==> src/rtl/mips_ctrl_pkg.sv <==
// Shared opcode/funct encodings, ALU operation codes, FSM state encodings and
// the decode-register layout for the multicycle MIPS controller.
package mips_ctrl_pkg;

    localparam logic [5:0] OP_RTYPE  = 6'b000000;
    localparam logic [5:0] OP_REGIMM = 6'b000001;
    localparam logic [5:0] OP_J      = 6'b000010;
    localparam logic [5:0] OP_JAL    = 6'b000011;
    localparam logic [5:0] OP_BEQ    = 6'b000100;
    localparam logic [5:0] OP_BNE    = 6'b000101;
    localparam logic [5:0] OP_BLEZ   = 6'b000110;
    localparam logic [5:0] OP_BGTZ   = 6'b000111;
    localparam logic [5:0] OP_ADDI   = 6'b001000;
    localparam logic [5:0] OP_ADDIU  = 6'b001001;
    localparam logic [5:0] OP_SLTI   = 6'b001010;
    localparam logic [5:0] OP_ANDI   = 6'b001100;
    localparam logic [5:0] OP_ORI    = 6'b001101;
    localparam logic [5:0] OP_XORI   = 6'b001110;
    localparam logic [5:0] OP_LB     = 6'b100000;
    localparam logic [5:0] OP_LH     = 6'b100001;
    localparam logic [5:0] OP_LW     = 6'b100011;
    localparam logic [5:0] OP_SB     = 6'b101000;
    localparam logic [5:0] OP_SH     = 6'b101001;
    localparam logic [5:0] OP_SW     = 6'b101011;

    localparam logic [5:0] F_SLL  = 6'b000000;
    localparam logic [5:0] F_SRL  = 6'b000010;
    localparam logic [5:0] F_JR   = 6'b001000;
    localparam logic [5:0] F_MULT = 6'b011000;
    localparam logic [5:0] F_ADD  = 6'b100000;
    localparam logic [5:0] F_ADDU = 6'b100001;
    localparam logic [5:0] F_SUB  = 6'b100010;
    localparam logic [5:0] F_SUBU = 6'b100011;
    localparam logic [5:0] F_AND  = 6'b100100;
    localparam logic [5:0] F_OR   = 6'b100101;
    localparam logic [5:0] F_XOR  = 6'b100110;
    localparam logic [5:0] F_NOR  = 6'b100111;
    localparam logic [5:0] F_SLT  = 6'b101010;

    localparam logic [4:0] RT_BLTZ = 5'b00000;
    localparam logic [4:0] RT_BGEZ = 5'b00001;

    localparam logic [4:0] ALU_NONE = 5'd0;
    localparam logic [4:0] ALU_ADD  = 5'd1;
    localparam logic [4:0] ALU_SUB  = 5'd2;
    localparam logic [4:0] ALU_MULT = 5'd3;
    localparam logic [4:0] ALU_SLL  = 5'd4;
    localparam logic [4:0] ALU_SRL  = 5'd5;
    localparam logic [4:0] ALU_AND  = 5'd6;
    localparam logic [4:0] ALU_OR   = 5'd7;
    localparam logic [4:0] ALU_XOR  = 5'd8;
    localparam logic [4:0] ALU_BEQ  = 5'd12;
    localparam logic [4:0] ALU_NOR  = 5'd13;
    localparam logic [4:0] ALU_SLT  = 5'd14;
    localparam logic [4:0] ALU_BNE  = 5'd15;
    localparam logic [4:0] ALU_BGTZ = 5'd16;
    localparam logic [4:0] ALU_BLEZ = 5'd17;

    // S_PEND is the reset holding state: all outputs low until the first edge.
    localparam logic [2:0] S_FETCH     = 3'd0;
    localparam logic [2:0] S_DECODE    = 3'd1;
    localparam logic [2:0] S_EXEC      = 3'd2;
    localparam logic [2:0] S_MULT_WAIT = 3'd3;
    localparam logic [2:0] S_MEM       = 3'd4;
    localparam logic [2:0] S_WB        = 3'd5;
    localparam logic [2:0] S_PEND      = 3'd6;

    typedef enum logic [3:0] {
        C_NONE, C_RALU, C_IALU, C_LOAD, C_STORE,
        C_BRANCH, C_JUMP, C_JAL, C_JR, C_MULT
    } op_class_e;

    typedef struct packed {
        op_class_e  cls;
        logic [4:0] alu;
    } dec_t;

    function automatic op_class_e op_class(input logic [5:0] op, input logic [5:0] fn);
        op_class_e c;
        c = C_NONE;
        case (op)
            OP_RTYPE: begin
                if (fn == F_JR)        c = C_JR;
                else if (fn == F_MULT) c = C_MULT;
                else                   c = C_RALU;
            end
            OP_J:   c = C_JUMP;
            OP_JAL: c = C_JAL;
            OP_BEQ, OP_BNE, OP_REGIMM, OP_BLEZ, OP_BGTZ: c = C_BRANCH;
            OP_ADDI, OP_ADDIU, OP_SLTI, OP_ANDI, OP_ORI, OP_XORI: c = C_IALU;
            OP_LB, OP_LH, OP_LW: c = C_LOAD;
            OP_SB, OP_SH, OP_SW: c = C_STORE;
            default: c = C_NONE;
        endcase
        return c;
    endfunction

endpackage

==> src/rtl/multicycle_controller_if.sv <==
// Controller <-> datapath signal bundle; master is the controller, slave the datapath.
// Signal names follow the datapath's established control-line names.
interface multicycle_controller_if #(
    parameter int ALUCTL_W = 5
);
    logic [31:0]         Instruction;
    logic                BranchTaken;
    logic                IRWrite;
    logic                PCWrite;
    logic                RegWrite;
    logic                ALUSrc;
    logic                RegDst;
    logic                MemWrite;
    logic                MemRead;
    logic                MemToReg;
    logic                Branch;
    logic                Jump;
    logic                Jr;
    logic                Jal;
    logic [ALUCTL_W-1:0] ALUControl;
    logic                Busy;
    logic                Illegal;

    modport master (
        input  Instruction, BranchTaken,
        output IRWrite, PCWrite, RegWrite, ALUSrc, RegDst, MemWrite, MemRead,
               MemToReg, Branch, Jump, Jr, Jal, ALUControl, Busy, Illegal
    );

    modport slave (
        output Instruction, BranchTaken,
        input  IRWrite, PCWrite, RegWrite, ALUSrc, RegDst, MemWrite, MemRead,
               MemToReg, Branch, Jump, Jr, Jal, ALUControl, Busy, Illegal
    );
endinterface

==> src/rtl/alu_decoder.sv <==
// Combinational opcode/funct/rt -> ALU code and illegal flag.
// REGIMM_BRANCH_EN adds bgez/bltz/bgtz/blez; without it those opcodes are illegal.
module alu_decoder
    import mips_ctrl_pkg::*;
(
    input  logic [5:0] i_opcode,
    input  logic [5:0] i_funct,
    input  logic [4:0] i_rt,
    output logic [4:0] o_alu_ctl,
    output logic       o_illegal
);
`ifndef REGIMM_BRANCH_EN
    logic w_unused_rt;
    assign w_unused_rt = ^i_rt;
`endif

    always_comb begin
        o_alu_ctl = ALU_NONE;
        o_illegal = 1'b0;
        case (i_opcode)
            OP_RTYPE: begin
                case (i_funct)
                    F_ADD, F_ADDU: o_alu_ctl = ALU_ADD;
                    F_SUB, F_SUBU: o_alu_ctl = ALU_SUB;
                    F_MULT:        o_alu_ctl = ALU_MULT;
                    F_SLL:         o_alu_ctl = ALU_SLL;
                    F_SRL:         o_alu_ctl = ALU_SRL;
                    F_AND:         o_alu_ctl = ALU_AND;
                    F_OR:          o_alu_ctl = ALU_OR;
                    F_XOR:         o_alu_ctl = ALU_XOR;
                    F_NOR:         o_alu_ctl = ALU_NOR;
                    F_SLT:         o_alu_ctl = ALU_SLT;
                    F_JR:          o_alu_ctl = ALU_NONE;
                    default:       o_illegal = 1'b1;
                endcase
            end
            OP_ADDI, OP_ADDIU: o_alu_ctl = ALU_ADD;
            OP_SLTI:           o_alu_ctl = ALU_SLT;
            OP_ANDI:           o_alu_ctl = ALU_AND;
            OP_ORI:            o_alu_ctl = ALU_OR;
            OP_XORI:           o_alu_ctl = ALU_XOR;
            OP_LB, OP_LH, OP_LW, OP_SB, OP_SH, OP_SW: o_alu_ctl = ALU_ADD;
            OP_BEQ:            o_alu_ctl = ALU_BEQ;
            OP_BNE:            o_alu_ctl = ALU_BNE;
            OP_J, OP_JAL:      o_alu_ctl = ALU_NONE;
`ifdef REGIMM_BRANCH_EN
            OP_REGIMM: begin
                case (i_rt)
                    RT_BGEZ: o_alu_ctl = ALU_BNE;
                    RT_BLTZ: o_alu_ctl = ALU_BEQ;
                    default: o_illegal = 1'b1;
                endcase
            end
            OP_BGTZ:           o_alu_ctl = ALU_BGTZ;
            OP_BLEZ:           o_alu_ctl = ALU_BLEZ;
`endif
            default:           o_illegal = 1'b1;
        endcase
    end
endmodule

==> src/rtl/multicycle_controller.sv <==
// Moore multicycle MIPS control FSM: 3 cycles (branch/jump), 4 (ALU/store), 5 (load),
// 4+MULT_CYCLES (mult). REGIMM_BRANCH_EN enables the REGIMM/bgtz/blez branches.
module multicycle_controller
    import mips_ctrl_pkg::*;
#(
    parameter int ALUCTL_W    = 5,
    parameter int MULT_CYCLES = 4
) (
    input  logic                    Clk,
    input  logic                    Reset,
    multicycle_controller_if.master bus
);
    logic [2:0] r_state;
    logic [2:0] w_next;
    dec_t       r_dec;
    logic [4:0] r_cnt;

    logic [4:0] w_alu;
    logic       w_dec_illegal;
    logic       w_nop;
    op_class_e  w_cls;

    alu_decoder u_alu_decoder (
        .i_opcode  (bus.Instruction[31:26]),
        .i_funct   (bus.Instruction[5:0]),
        .i_rt      (bus.Instruction[20:16]),
        .o_alu_ctl (w_alu),
        .o_illegal (w_dec_illegal)
    );

    // An all-zero word would otherwise decode as sll; it is a nop.
    assign w_nop = (bus.Instruction == 32'h0);
    assign w_cls = op_class(bus.Instruction[31:26], bus.Instruction[5:0]);

    always_comb begin
        w_next = r_state;
        case (r_state)
            S_PEND:   w_next = S_FETCH;
            S_FETCH:  w_next = S_DECODE;
            S_DECODE: w_next = (w_nop || w_dec_illegal) ? S_FETCH : S_EXEC;
            S_EXEC: begin
                case (r_dec.cls)
                    C_RALU, C_IALU:  w_next = S_WB;
                    C_LOAD, C_STORE: w_next = S_MEM;
                    C_MULT:          w_next = S_MULT_WAIT;
                    default:         w_next = S_FETCH;
                endcase
            end
            S_MULT_WAIT: w_next = (r_cnt <= 5'd1) ? S_WB : S_MULT_WAIT;
            S_MEM:       w_next = (r_dec.cls == C_LOAD) ? S_WB : S_FETCH;
            S_WB:        w_next = S_FETCH;
            default:     w_next = S_FETCH;
        endcase
    end

    always_ff @(posedge Clk or posedge Reset) begin
        if (Reset) begin
            r_state <= S_PEND;
            r_dec   <= '0;
            r_cnt   <= '0;
        end else begin
            r_state <= w_next;
            if (r_state == S_DECODE) begin
                r_dec <= '{cls: w_cls, alu: w_alu};
            end
            if (r_state == S_EXEC) begin
                r_cnt <= 5'(MULT_CYCLES);
            end else if (r_state == S_MULT_WAIT && r_cnt != 5'd0) begin
                r_cnt <= r_cnt - 5'd1;
            end
        end
    end

    logic w_fetch, w_decode, w_exec, w_mem, w_wb, w_active;
    assign w_fetch  = (r_state == S_FETCH);
    assign w_decode = (r_state == S_DECODE);
    assign w_exec   = (r_state == S_EXEC);
    assign w_mem    = (r_state == S_MEM);
    assign w_wb     = (r_state == S_WB);
    assign w_active = w_exec || w_mem || w_wb || (r_state == S_MULT_WAIT);

    assign bus.IRWrite  = w_fetch;
    assign bus.PCWrite  = w_fetch
                        || (w_exec && r_dec.cls == C_BRANCH && bus.BranchTaken)
                        || (w_exec && (r_dec.cls == C_JUMP || r_dec.cls == C_JAL || r_dec.cls == C_JR));
    assign bus.RegWrite = w_wb || (w_exec && r_dec.cls == C_JAL);
    assign bus.ALUSrc   = w_active
                        && (r_dec.cls == C_IALU || r_dec.cls == C_LOAD || r_dec.cls == C_STORE);
    assign bus.RegDst   = w_wb && (r_dec.cls == C_RALU || r_dec.cls == C_MULT);
    assign bus.MemWrite = w_mem && r_dec.cls == C_STORE;
    assign bus.MemRead  = w_mem && r_dec.cls == C_LOAD;
    assign bus.MemToReg = w_wb && r_dec.cls != C_LOAD;
    assign bus.Branch   = w_exec && r_dec.cls == C_BRANCH;
    assign bus.Jump     = w_exec && (r_dec.cls == C_JUMP || r_dec.cls == C_JAL);
    assign bus.Jr       = w_exec && r_dec.cls == C_JR;
    assign bus.Jal      = w_exec && r_dec.cls == C_JAL;
    assign bus.ALUControl = w_active ? ALUCTL_W'(r_dec.alu) : '0;
    assign bus.Busy     = !(w_fetch || r_state == S_PEND);
    assign bus.Illegal  = w_decode && !w_nop && w_dec_illegal;
endmodule
==> src/flat_wrapper.sv <==
// flat-port wrapper written by rule: the top's interface ports become plain ports
module multicycle_controller_flat import mips_ctrl_pkg::*;
#(
    parameter int ALUCTL_W    = 5,
    parameter int MULT_CYCLES = 4
)
  (Clk, Reset, bus_Instruction, bus_BranchTaken, bus_IRWrite, bus_PCWrite, bus_RegWrite, bus_ALUSrc, bus_RegDst, bus_MemWrite, bus_MemRead, bus_MemToReg, bus_Branch, bus_Jump, bus_Jr, bus_Jal, bus_ALUControl, bus_Busy, bus_Illegal);
  multicycle_controller_if #(.ALUCTL_W(ALUCTL_W)) bus_i ();
  input  logic Clk;
  input  logic Reset;
  input wire logic [$bits(bus_i.Instruction)-1:0] bus_Instruction;
  input wire logic [$bits(bus_i.BranchTaken)-1:0] bus_BranchTaken;
  output wire logic [$bits(bus_i.IRWrite)-1:0] bus_IRWrite;
  output wire logic [$bits(bus_i.PCWrite)-1:0] bus_PCWrite;
  output wire logic [$bits(bus_i.RegWrite)-1:0] bus_RegWrite;
  output wire logic [$bits(bus_i.ALUSrc)-1:0] bus_ALUSrc;
  output wire logic [$bits(bus_i.RegDst)-1:0] bus_RegDst;
  output wire logic [$bits(bus_i.MemWrite)-1:0] bus_MemWrite;
  output wire logic [$bits(bus_i.MemRead)-1:0] bus_MemRead;
  output wire logic [$bits(bus_i.MemToReg)-1:0] bus_MemToReg;
  output wire logic [$bits(bus_i.Branch)-1:0] bus_Branch;
  output wire logic [$bits(bus_i.Jump)-1:0] bus_Jump;
  output wire logic [$bits(bus_i.Jr)-1:0] bus_Jr;
  output wire logic [$bits(bus_i.Jal)-1:0] bus_Jal;
  output wire logic [$bits(bus_i.ALUControl)-1:0] bus_ALUControl;
  output wire logic [$bits(bus_i.Busy)-1:0] bus_Busy;
  output wire logic [$bits(bus_i.Illegal)-1:0] bus_Illegal;
  assign bus_i.Instruction = bus_Instruction;
  assign bus_i.BranchTaken = bus_BranchTaken;
  assign bus_IRWrite = bus_i.IRWrite;
  assign bus_PCWrite = bus_i.PCWrite;
  assign bus_RegWrite = bus_i.RegWrite;
  assign bus_ALUSrc = bus_i.ALUSrc;
  assign bus_RegDst = bus_i.RegDst;
  assign bus_MemWrite = bus_i.MemWrite;
  assign bus_MemRead = bus_i.MemRead;
  assign bus_MemToReg = bus_i.MemToReg;
  assign bus_Branch = bus_i.Branch;
  assign bus_Jump = bus_i.Jump;
  assign bus_Jr = bus_i.Jr;
  assign bus_Jal = bus_i.Jal;
  assign bus_ALUControl = bus_i.ALUControl;
  assign bus_Busy = bus_i.Busy;
  assign bus_Illegal = bus_i.Illegal;
  multicycle_controller #(.ALUCTL_W(ALUCTL_W), .MULT_CYCLES(MULT_CYCLES)) u_core (.Clk(Clk), .Reset(Reset), .bus(bus_i));
endmodule
==> config.mk <==
export PLATFORM = sky130hd
export DESIGN_NAME = multicycle_controller_flat
export DESIGN_NICKNAME = d
export VERILOG_FILES = /design/src/rtl/mips_ctrl_pkg.sv /design/src/rtl/multicycle_controller_if.sv /design/src/rtl/alu_decoder.sv /design/src/rtl/multicycle_controller.sv /design/src/flat_wrapper.sv
export SDC_FILE = /design/constraint.sdc
export NUM_CORES = 1
export LEC_CHECK = 0
export ABC_AREA = 1
export CAP_MARGIN = 20
export CORE_MARGIN = 1
export CORE_UTILIZATION = 35
export CTS_BUF_LIST = sky130_fd_sc_hd__clkbuf_8
export CTS_CLUSTER_DIAMETER = 50
export DETAILED_ROUTE_END_ITERATION = 7
export MAX_ROUTING_LAYER = met4
export PLACE_DENSITY_LB_ADDON = 0.05
export SKIP_CTS_REPAIR_TIMING = 1
export SLEW_MARGIN = 20
export SYNTH_ARGS = -nofsm -noshare
export SYNTH_HDL_FRONTEND = slang
export SYNTH_SLANG_ARGS = --single-unit
==> constraint.sdc <==
create_clock -name Clk -period 4.3 [get_ports Clk]
set_clock_uncertainty 0.2 [all_clocks]
set_input_delay 0.86 -clock Clk [delete_from_list [all_inputs] [get_ports Clk]]
set_output_delay 0.86 -clock Clk [all_outputs]
set_load 0.005 [all_outputs]
# Yosys cells after proc, flatten, opt, wreduce, memory -nomap -nowiden

Cells that the tools add are included.

$add $sub $neg: 1
Order comparisons: 1
Equality and inequality tests: 47
Muxes and demuxes: 15
Reductions and logical operators: 46

Operator list:

| kind                                          | count |
|---|---|
| == test 6 bit, second input constant          | 15 |
| == test 6 x 4 -> 1 bit, second input constant | 7 |
| case mux 4 bit (10 select lines)              | 1 |
| logical NOT 32 bit                            | 1 |
| case mux 4 bit (8 select lines)               | 1 |
| case mux 4 bit (7 select lines)               | 1 |
| == test 6 x 3 -> 1 bit, second input constant | 4 |
| == test 6 x 2 -> 1 bit, second input constant | 3 |
| == test 4 x 3 -> 1 bit, second input constant | 4 |
| OR reduction 16 bit                           | 1 |
| 2-to-1 mux 5 bit                              | 3 |
| case mux 3 bit (5 select lines)               | 1 |
| logical AND 1 bit                             | 14 |
| logical OR 1 bit                              | 13 |
| OR reduction 13 bit                           | 1 |
| logical NOT 6 bit                             | 2 |
| == test 3 bit, second input constant          | 3 |
| case mux 3 bit (3 select lines)               | 1 |
| == test 4 x 2 -> 1 bit, second input constant | 2 |
| == test 4 bit, second input constant          | 2 |
| 2-to-1 mux 4 bit                              | 2 |
| OR reduction 2 bit                            | 4 |
| OR reduction 8 bit                            | 1 |
| == test 3 x 2 -> 1 bit, second input constant | 2 |
| 18 further kinds                              | 21 |

Flip-flop bits (word level): 17
Word-level logic and storage cells: 114

# Logic depth before layout (Yosys ltp)

Gate-level depths: netlist of run 1.

Depth in word-level cells: 7
Depth in mapped cells: 10
Mapped depth without buffers: 10

# Cells and area by module

Synthesis of run 1 repeated with hierarchy kept, for this count alone.

Cells, all modules: 289
Area, all modules: 1769.2 um^2

By module, submodules not included:

| module                | times used | cells an instance | area each (um^2) | seq. area each (um^2) |
|---|---|---|---|---|
| multicycle_controller | 1          | 201               | 1312.5           | 427.9 |
| alu_decoder           | 1          | 88                | 456.7            | 0.0 |

# Least setup slack after synthesis of run 1

OpenSTA, ideal clock, no wires.

Path type: in2out
Start point: input port bus_Instruction[31]
End point: output port bus_Illegal
Arrival time: 1.616 ns
Required time: 3.240 ns
Setup slack: 1.624 ns
Stages: 7
Buffers on the path: 0
Cell sequence: nor2_1 nand2_1 nor2_1 nand2_1 nor2_1 nor2_1 a21boi_1

Cells in the longest elaborated chain, start to end: 4
Elaborated cells on any way between the ends: 23

RTL lines:

| item                                                                 | line                                           | RTL |
|---|---|---|
| start: declaration                                                   | flat_wrapper.sv:11                             | `input wire logic [$bits(bus_i.Instruction)-1:0] bus_Instruction;` |
| == test 6 x 2 -> 1 bit, or another cell as far along                 | alu_decoder.sv:20                              | `case (i_opcode)` |
| OR reduction 16 bit (no line) or logical NOT 1 bit (tied branches)   | n/a                                            |  |
| case mux 1 bit (2 select lines) or logical AND 1 bit (tied branches) | alu_decoder.sv:20, multicycle_controller.sv:99 |  |
| logical AND 1 bit (*)                                                | multicycle_controller.sv:99                    | `assign bus.Illegal = w_decode && !w_nop && w_dec_illegal;` |
| end: declaration                                                     | flat_wrapper.sv:27                             | `output wire logic [$bits(bus_i.Illegal)-1:0] bus_Illegal;` |

Every way passes the cells marked *; elsewhere a longest branch is shown, timed or not.

# Worst setup path after layout of run 1

Start point: input port bus_Instruction[27]
End point: output port bus_Illegal

Same word-level chain as after synthesis.

==> results.sh, run 1 <==
export IMPL_fill_cells=441
export IMPL_pre_cts_ws_ns=0.4752
export IMPL_root_buffer="clkbuf_8"
export IMPL_synth_edf_count=0
export IMPL_core_area_um2=4115
export IMPL_num_vias=1735
export IMPL_clock_latency_ns=0.24
export IMPL_grt_first_pass_wirelength_um=6472
export IMPL_worstPathRequired_ns=3.24
export IMPL_hold_violations=0
export IMPL_status="finished, final reports clean"
export IMPL_wire_per_inst_um=10.32
export IMPL_row_count=23
export IMPL_setup_viol=0
export IMPL_h_tree_depth=1
export IMPL_numCtsBuffers=3
export IMPL_synth_mux_area_share_pct=0
export IMPL_power_share_clock_pct=14.7
export IMPL_p_seq_share_pct=29.7
export IMPL_slew_violations=0
export IMPL_tightest_slew_ns=0.6008
export IMPL_leakagePower_nw=1.071
export IMPL_power_density_nw_per_um2=407.3
export IMPL_crit_type="primary input to primary output"
export IMPL_syn_inst=265
export IMPL_multi_input_area_um2=985.9
export IMPL_die_x_um=68.31
export IMPL_diodes=0
export IMPL_r2r_start="u_core.r_state[1]"
export IMPL_switching_share_pct=43.46
export IMPL_grt_util_all_layers_pct=18.23
export IMPL_drive_above_1_share_pct=7.813
export IMPL_ys_seq_elements=16
export IMPL_hp_class="flop to flop"
export IMPL_rsz0062_at_grt="false"
export IMPL_io_pins=54
export IMPL_rr_worst_depth=7
export IMPL_place_port_buffers=52
export IMPL_drc_errors=0
export IMPL_crit_path_end="bus_Illegal"
export IMPL_p_switching_mw=0.3840
export IMPL_comb_power_share_pct=55.6
export IMPL_synthSimpleGateAreaFrac_pct=53.25
export IMPL_period_needed_ns=3.853
export IMPL_routed_via_density=4.689
export IMPL_syn_num_nets=302
export IMPL_die_h_um=68.31
export IMPL_synth_compound_area_share_pct=8.943
export IMPL_cts_tree="done"
export IMPL_syn_area_um2=1539
export IMPL_ys_seq_area_share_pct=26.18
export IMPL_min_period_over_period_pct=89.60
export IMPL_firstDrtPassIters=4
export IMPL_start_kind="primary input"
export IMPL_area_delta_synth_final_pct=40.98
export IMPL_p_int_mw=0.4996
export IMPL_crit_arrival_ns=2.79
export IMPL_cap_violations=0
export IMPL_grt_overflow=0
export IMPL_ys_flop_type="dfrtp_1"
export IMPL_initial_core_util_pct=37.40
export IMPL_fin_ws_ns=0.4473
export IMPL_wl_um=3817
export IMPL_antenna_found_initial=0
export IMPL_fmax_ghz=0.2596
export IMPL_path_clk_slew_ns=0.06
export IMPL_hpwl_um=3163
export IMPL_yosysUniqueCellTypes=29
export IMPL_cp_max_fo=7
export IMPL_slew_headroom_pct=59.90
export IMPL_clock_sinks=16
export IMPL_synthAdderAreaFrac_pct=1.626
export IMPL_drtIter0Drc=90
export IMPL_ir_worst_vdd_v=0.0003430
export IMPL_cts_buffer_depth=2
export IMPL_synth_top_family_by_area="simple AND/OR/NAND/NOR gates"
export IMPL_dieArea_um2=4666
export IMPL_synth_xor_area_share_pct=0
export IMPL_r2r_slack_ns=2.66
export IMPL_worstReg2RegEnd="u_core.r_cnt[4]"
export IMPL_syn_area_per_cell_um2=5.807
export IMPL_ant_nets=0
export IMPL_gp_congestion=0.8793
export IMPL_seq_area_um2=402.9
export IMPL_grt_start_max_net_pins=17
export IMPL_grt_pass1_vias=1604
export IMPL_synthArstFlopShare_pct=100.0
export IMPL_final_nets=358
export IMPL_yosysWarnings=0
export IMPL_crit_start="bus_Instruction[27]"
export IMPL_tns_ns=0
export IMPL_cp_end_kind="primary output"
## metal layers
layer	global-route usage (%)	vias to the layer above	routed length, um
li1	-	948	-
met1	24.60	758	2087
met2	30.27	29	1612
met3	2.500	0	116
met4	0.7813	0	0
met5	-	-	0
## per-stage QoR
step / util (%) / area (um2) / power, mW / std cells / hold WS, ns
finish: 52.72 / 2170 / 0.8836 / 370 / 0.2848
global route: 52.72 / 2170 / 0.9748 / 370 / 0.3135
CTS: 52.72 / 2170 / 0.8900 / 370 / 0.2838
detailed placement: 51.38 / 2115 / 0.7561 / 366 / 0.2673
global placement: 51.38 / 2115 / 0.7539 / 366 / 0.2656
floorplan: - / 1539 / 0.5607 / 265 / 0.2488
## sequential cells by signal (all words and copies together) (netlist names)
name	flops
u_core.r_dec	8
u_core.r_cnt	5
u_core.r_state	3
## placed cells by master, fill, tap and decap left out, types with 3 or more instances in the layout
| cell | netlist | routed |
|---|---|---|
| nand2_2 | 3 | 3 |
| nand4_1 | 3 | 3 |
| inv_1 | 35 | 35 |
| dfrtp_1 | 14 | 14 |
| nand3_1 | 25 | 25 |
| clkbuf_8 | 0 | 4 |
| nand2_1 | 71 | 71 |
| o21ai_0 | 8 | 8 |
| nor2_2 | 5 | 5 |
| inv_2 | 3 | 3 |
| clkdlybuf4s50_1 | 0 | 52 |
| a21oi_1 | 9 | 9 |
| nor2_1 | 62 | 62 |
| nor3_1 | 4 | 4 |
## kinds of logic (layout without fill, tap and decap cells)
logic type               Yosys count  after routing
AND/OR/NAND/NOR                  182            182
adder cells (fa/ha/maj)            2              2
buffers and inverters             39             94
flip-flops                        16             16
AO/OA/AOI/OAI                     25             25
other                              1              1
## layout make-up
type / count / share of cell area (%)
clock buffer: 4 / 2.537
inverter: 38 / 6.574
multi-input combinational: 210 / 45.44
sequential: 16 / 18.57
tap: 50 / 2.884
timing repair buffer: 52 / 23.99
## synth_stat cells (3+ instances only)
cell type	instances	area [um2]
inv_1	35	131.4
nand3_1	25	125.1
a21oi_1	9	45.04
dfrtp_1	14	350.3
o21ai_0	8	40.04
nand2_2	3	18.77
inv_2	3	11.26
nor2_2	5	31.28
nand2_1	71	266.5
nor2_1	62	232.7
nand4_1	3	18.77
nor3_1	4	20.02
## critical path, stage by stage
cell and delay [ns]:
clkdlybuf4s50_1 0.60, nand2_1 0.13, nand3_1 0.15, nand3_2 0.10
nor2_1 0.13, nand2_2 0.07, a21boi_1 0.21, clkdlybuf4s50_1 0.53
## worst min path at each step
stage	startpoint	to	slack (ns)	cells past startpoint
final	u_core.r_dec[1]	u_core.r_dec[1]	0.28	2
after global routing	u_core.r_dec[1]	u_core.r_dec[1]	0.31	2
after CTS	u_core.r_dec[1]	u_core.r_dec[1]	0.28	2
after detailed placement	u_core.r_dec[1]	u_core.r_dec[1]	0.27	2
after global placement	u_core.r_dec[1]	u_core.r_dec[1]	0.27	2
after floorplan	u_core.r_dec[0]	u_core.r_dec[0]	0.25	2
## power by group through the flow
stage          clock network (mW)  registers [mW]  logic (mW)
2_1_floorplan                   0           0.254       0.307
3_3_place_gp                    0           0.265       0.489
3_5_place_dp                    0           0.264       0.492
4_1_cts                     0.134           0.262       0.494
5_1_grt                     0.141           0.272       0.562
6_report                    0.130           0.263       0.491
Note: power is estimated with default switching activity, not from simulation.
==> inputs of run 2 (changes only) <==
CORE_MARGIN = 10   (was 1)
==> run 2 against run 1 <==
  * Sequential share of layout area is 0.097 points higher
  * Worst setup slack better by 0.041 ns
  * Total power is 2.9% lower
  * Register-to-register slack hardly changed
  * Critical path depth is 1 higher
  * Flip-flop and latch count stayed put
  * Critical endpoint unchanged
  * Sequential power hardly changed
  * Clock power is 17% lower
  * Non-clock buffer count stayed put
  * Hold slack worse by 0.0071 ns
  * Utilization is 2.5 points lower
  * Highest routed layer is now met4
==> results.sh, run 2 (same netlist as run 1, synthesis figures left out) <==
export IMPL_status="finished, final reports clean"
export IMPL_crit_type="primary input to primary output"
export IMPL_ir_worst_vdd_v=0.0001217
export IMPL_wl_um=4118
export IMPL_row_count=24
export IMPL_grt_util_all_layers_pct=11.52
export IMPL_rr_worst_depth=6
export IMPL_cts_buffer_depth=2
export IMPL_core_area_um2=4294
export IMPL_top_regs="u_core.r_dec x8, u_core.r_cnt x5, u_core.r_state x3"
export IMPL_top_register="u_core.r_dec"
export IMPL_fill_cells=468
export IMPL_finalNonFillerCells=371
export IMPL_finalPower_mw=0.8584
export IMPL_power_share_clock_pct=12.6
export IMPL_fmax_ghz=0.2624
export IMPL_grt_first_pass_wirelength_um=7176
export IMPL_diodes=0
export IMPL_min_period_over_period_pct=88.64
export IMPL_die_x_um=86.31
export IMPL_worstPathRequired_ns=3.24
export IMPL_fin_ws_ns=0.4887
export IMPL_wire_per_inst_um=11.10
export IMPL_num_vias=1731
export IMPL_hpwl_um=3594
export IMPL_path_clk_slew_ns=0.06
export IMPL_pre_cts_ws_ns=0.4717
export IMPL_start_kind="primary input"
export IMPL_io_pins=54
export IMPL_drive_above_1_share_pct=7.524
export IMPL_leakagePower_nw=1.064
export IMPL_clock_latency_ns=0.24
export IMPL_cap_violations=0
export IMPL_gp_congestion=0.8490
export IMPL_comb_power_share_pct=56.6
export IMPL_setup_viol=0
export IMPL_area_delta_synth_final_pct=40.24
export IMPL_cp_max_fo=7
export IMPL_root_buffer="clkbuf_8"
export IMPL_cts_tree="done"
export IMPL_power_density_nw_per_um2=397.7
export IMPL_crit_arrival_ns=2.75
export IMPL_period_needed_ns=3.811
export IMPL_tns_ns=0
export IMPL_drtIter0Drc=59
export IMPL_slew_violations=0
export IMPL_hold_depth=2
export IMPL_ant_nets=0
export IMPL_final_cell_mix="nand2_1, nor2_1, clkdlybuf4s50_1"
export IMPL_routed_via_density=4.666
export IMPL_seq_area_um2=402.9
export IMPL_switching_share_pct=44.01
export IMPL_grt_pass1_vias=1704
export IMPL_numCtsBuffers=3
export IMPL_initial_core_util_pct=35.84
export IMPL_clock_sinks=16
export IMPL_dpl_cell_count=368
export IMPL_grt_overflow=0
export IMPL_design_area_um2=2158
export IMPL_antenna_found_initial=0
export IMPL_p_switching_mw=0.3778
export IMPL_multi_input_area_um2=985.9
export IMPL_timing_hold_ws_ns=0.2777
export IMPL_firstDrtPassIters=6
export IMPL_r2r_start="u_core.r_state[1]"
export IMPL_cp_end_kind="primary output"
export IMPL_drc_errors=0
export IMPL_hp_class="flop to flop"
export IMPL_rsz0062_at_grt="false"
export IMPL_largest_reg_flops=8
export IMPL_place_port_buffers=52
export IMPL_p_seq_share_pct=30.8
export IMPL_min_to="u_core.r_dec[1]"
export IMPL_hold_violations=0
export IMPL_final_nets=358
export IMPL_dieArea_um2=7449
export IMPL_final_common_cell="nand2_1"
export IMPL_min_from="u_core.r_dec[1]"
export IMPL_tightest_slew_ns=0.5963
export IMPL_slew_headroom_pct=60.21
export IMPL_grt_start_max_net_pins=17
export IMPL_r2r_slack_ns=2.66
export IMPL_place_area_um2=2117
export IMPL_h_tree_depth=1
export IMPL_die_h_um=86.31
export IMPL_p_int_mw=0.4806
export IMPL_worstReg2RegEnd="u_core.r_state[1]"
export IMPL_final_util_pct=50.26
## run 2: power by group through the flow
stage,logic (mW),registers (mW),clock network [mW]
6_report,0.485,0.265,0.108
5_1_grt,0.569,0.272,0.118
4_1_cts,0.495,0.264,0.112
3_5_place_dp,0.493,0.267,0
3_3_place_gp,0.493,0.265,0
2_1_floorplan,0.307,0.254,0
## run 2: area by class of cell
class / count / area share [%]
multi-input combinational: 210 / 45.68
timing repair buffer: 52 / 24.12
sequential: 16 / 18.67
inverter: 38 / 6.609
tap: 52 / 3.014
clock buffer: 3 / 1.913
## run 2: worst max-delay path: stages
cell	delay, ns
clkdlybuf4s50_1	0.53
nor2_4	0.24
nand2_4	0.09
nor2_8	0.12
nand2_2	0.07
nor2_2	0.07
nand3_1	0.09
a21boi_1	0.13
clkdlybuf4s50_1	0.53
## run 2: worst max-delay path by stage
stage                             start          end  slack [ns]  cells after the start
floorplan           bus_Instruction[31]  bus_Illegal        1.62                      7
global placement    bus_Instruction[30]  bus_Illegal        0.50                     10
detailed placement  bus_Instruction[29]  bus_Illegal        0.47                      9
CTS                 bus_Instruction[29]  bus_Illegal        0.45                      9
global route        bus_Instruction[27]  bus_Illegal        0.30                      8
finish              bus_Instruction[29]  bus_Illegal        0.49                      9
## run 2: routing by layer
layer | wire length (um) | track usage (%) | vias up | share of wire [%]
li1 | - | - | 942 | -
met1 | 1929 | 13.83 | 734 | 47
met2 | 1876 | 18.19 | 53 | 46
met3 | 272 | 3.096 | 2 | 6.6
met4 | 40 | 3.976 | 0 | 0.97
met5 | 0 | - | - | 0
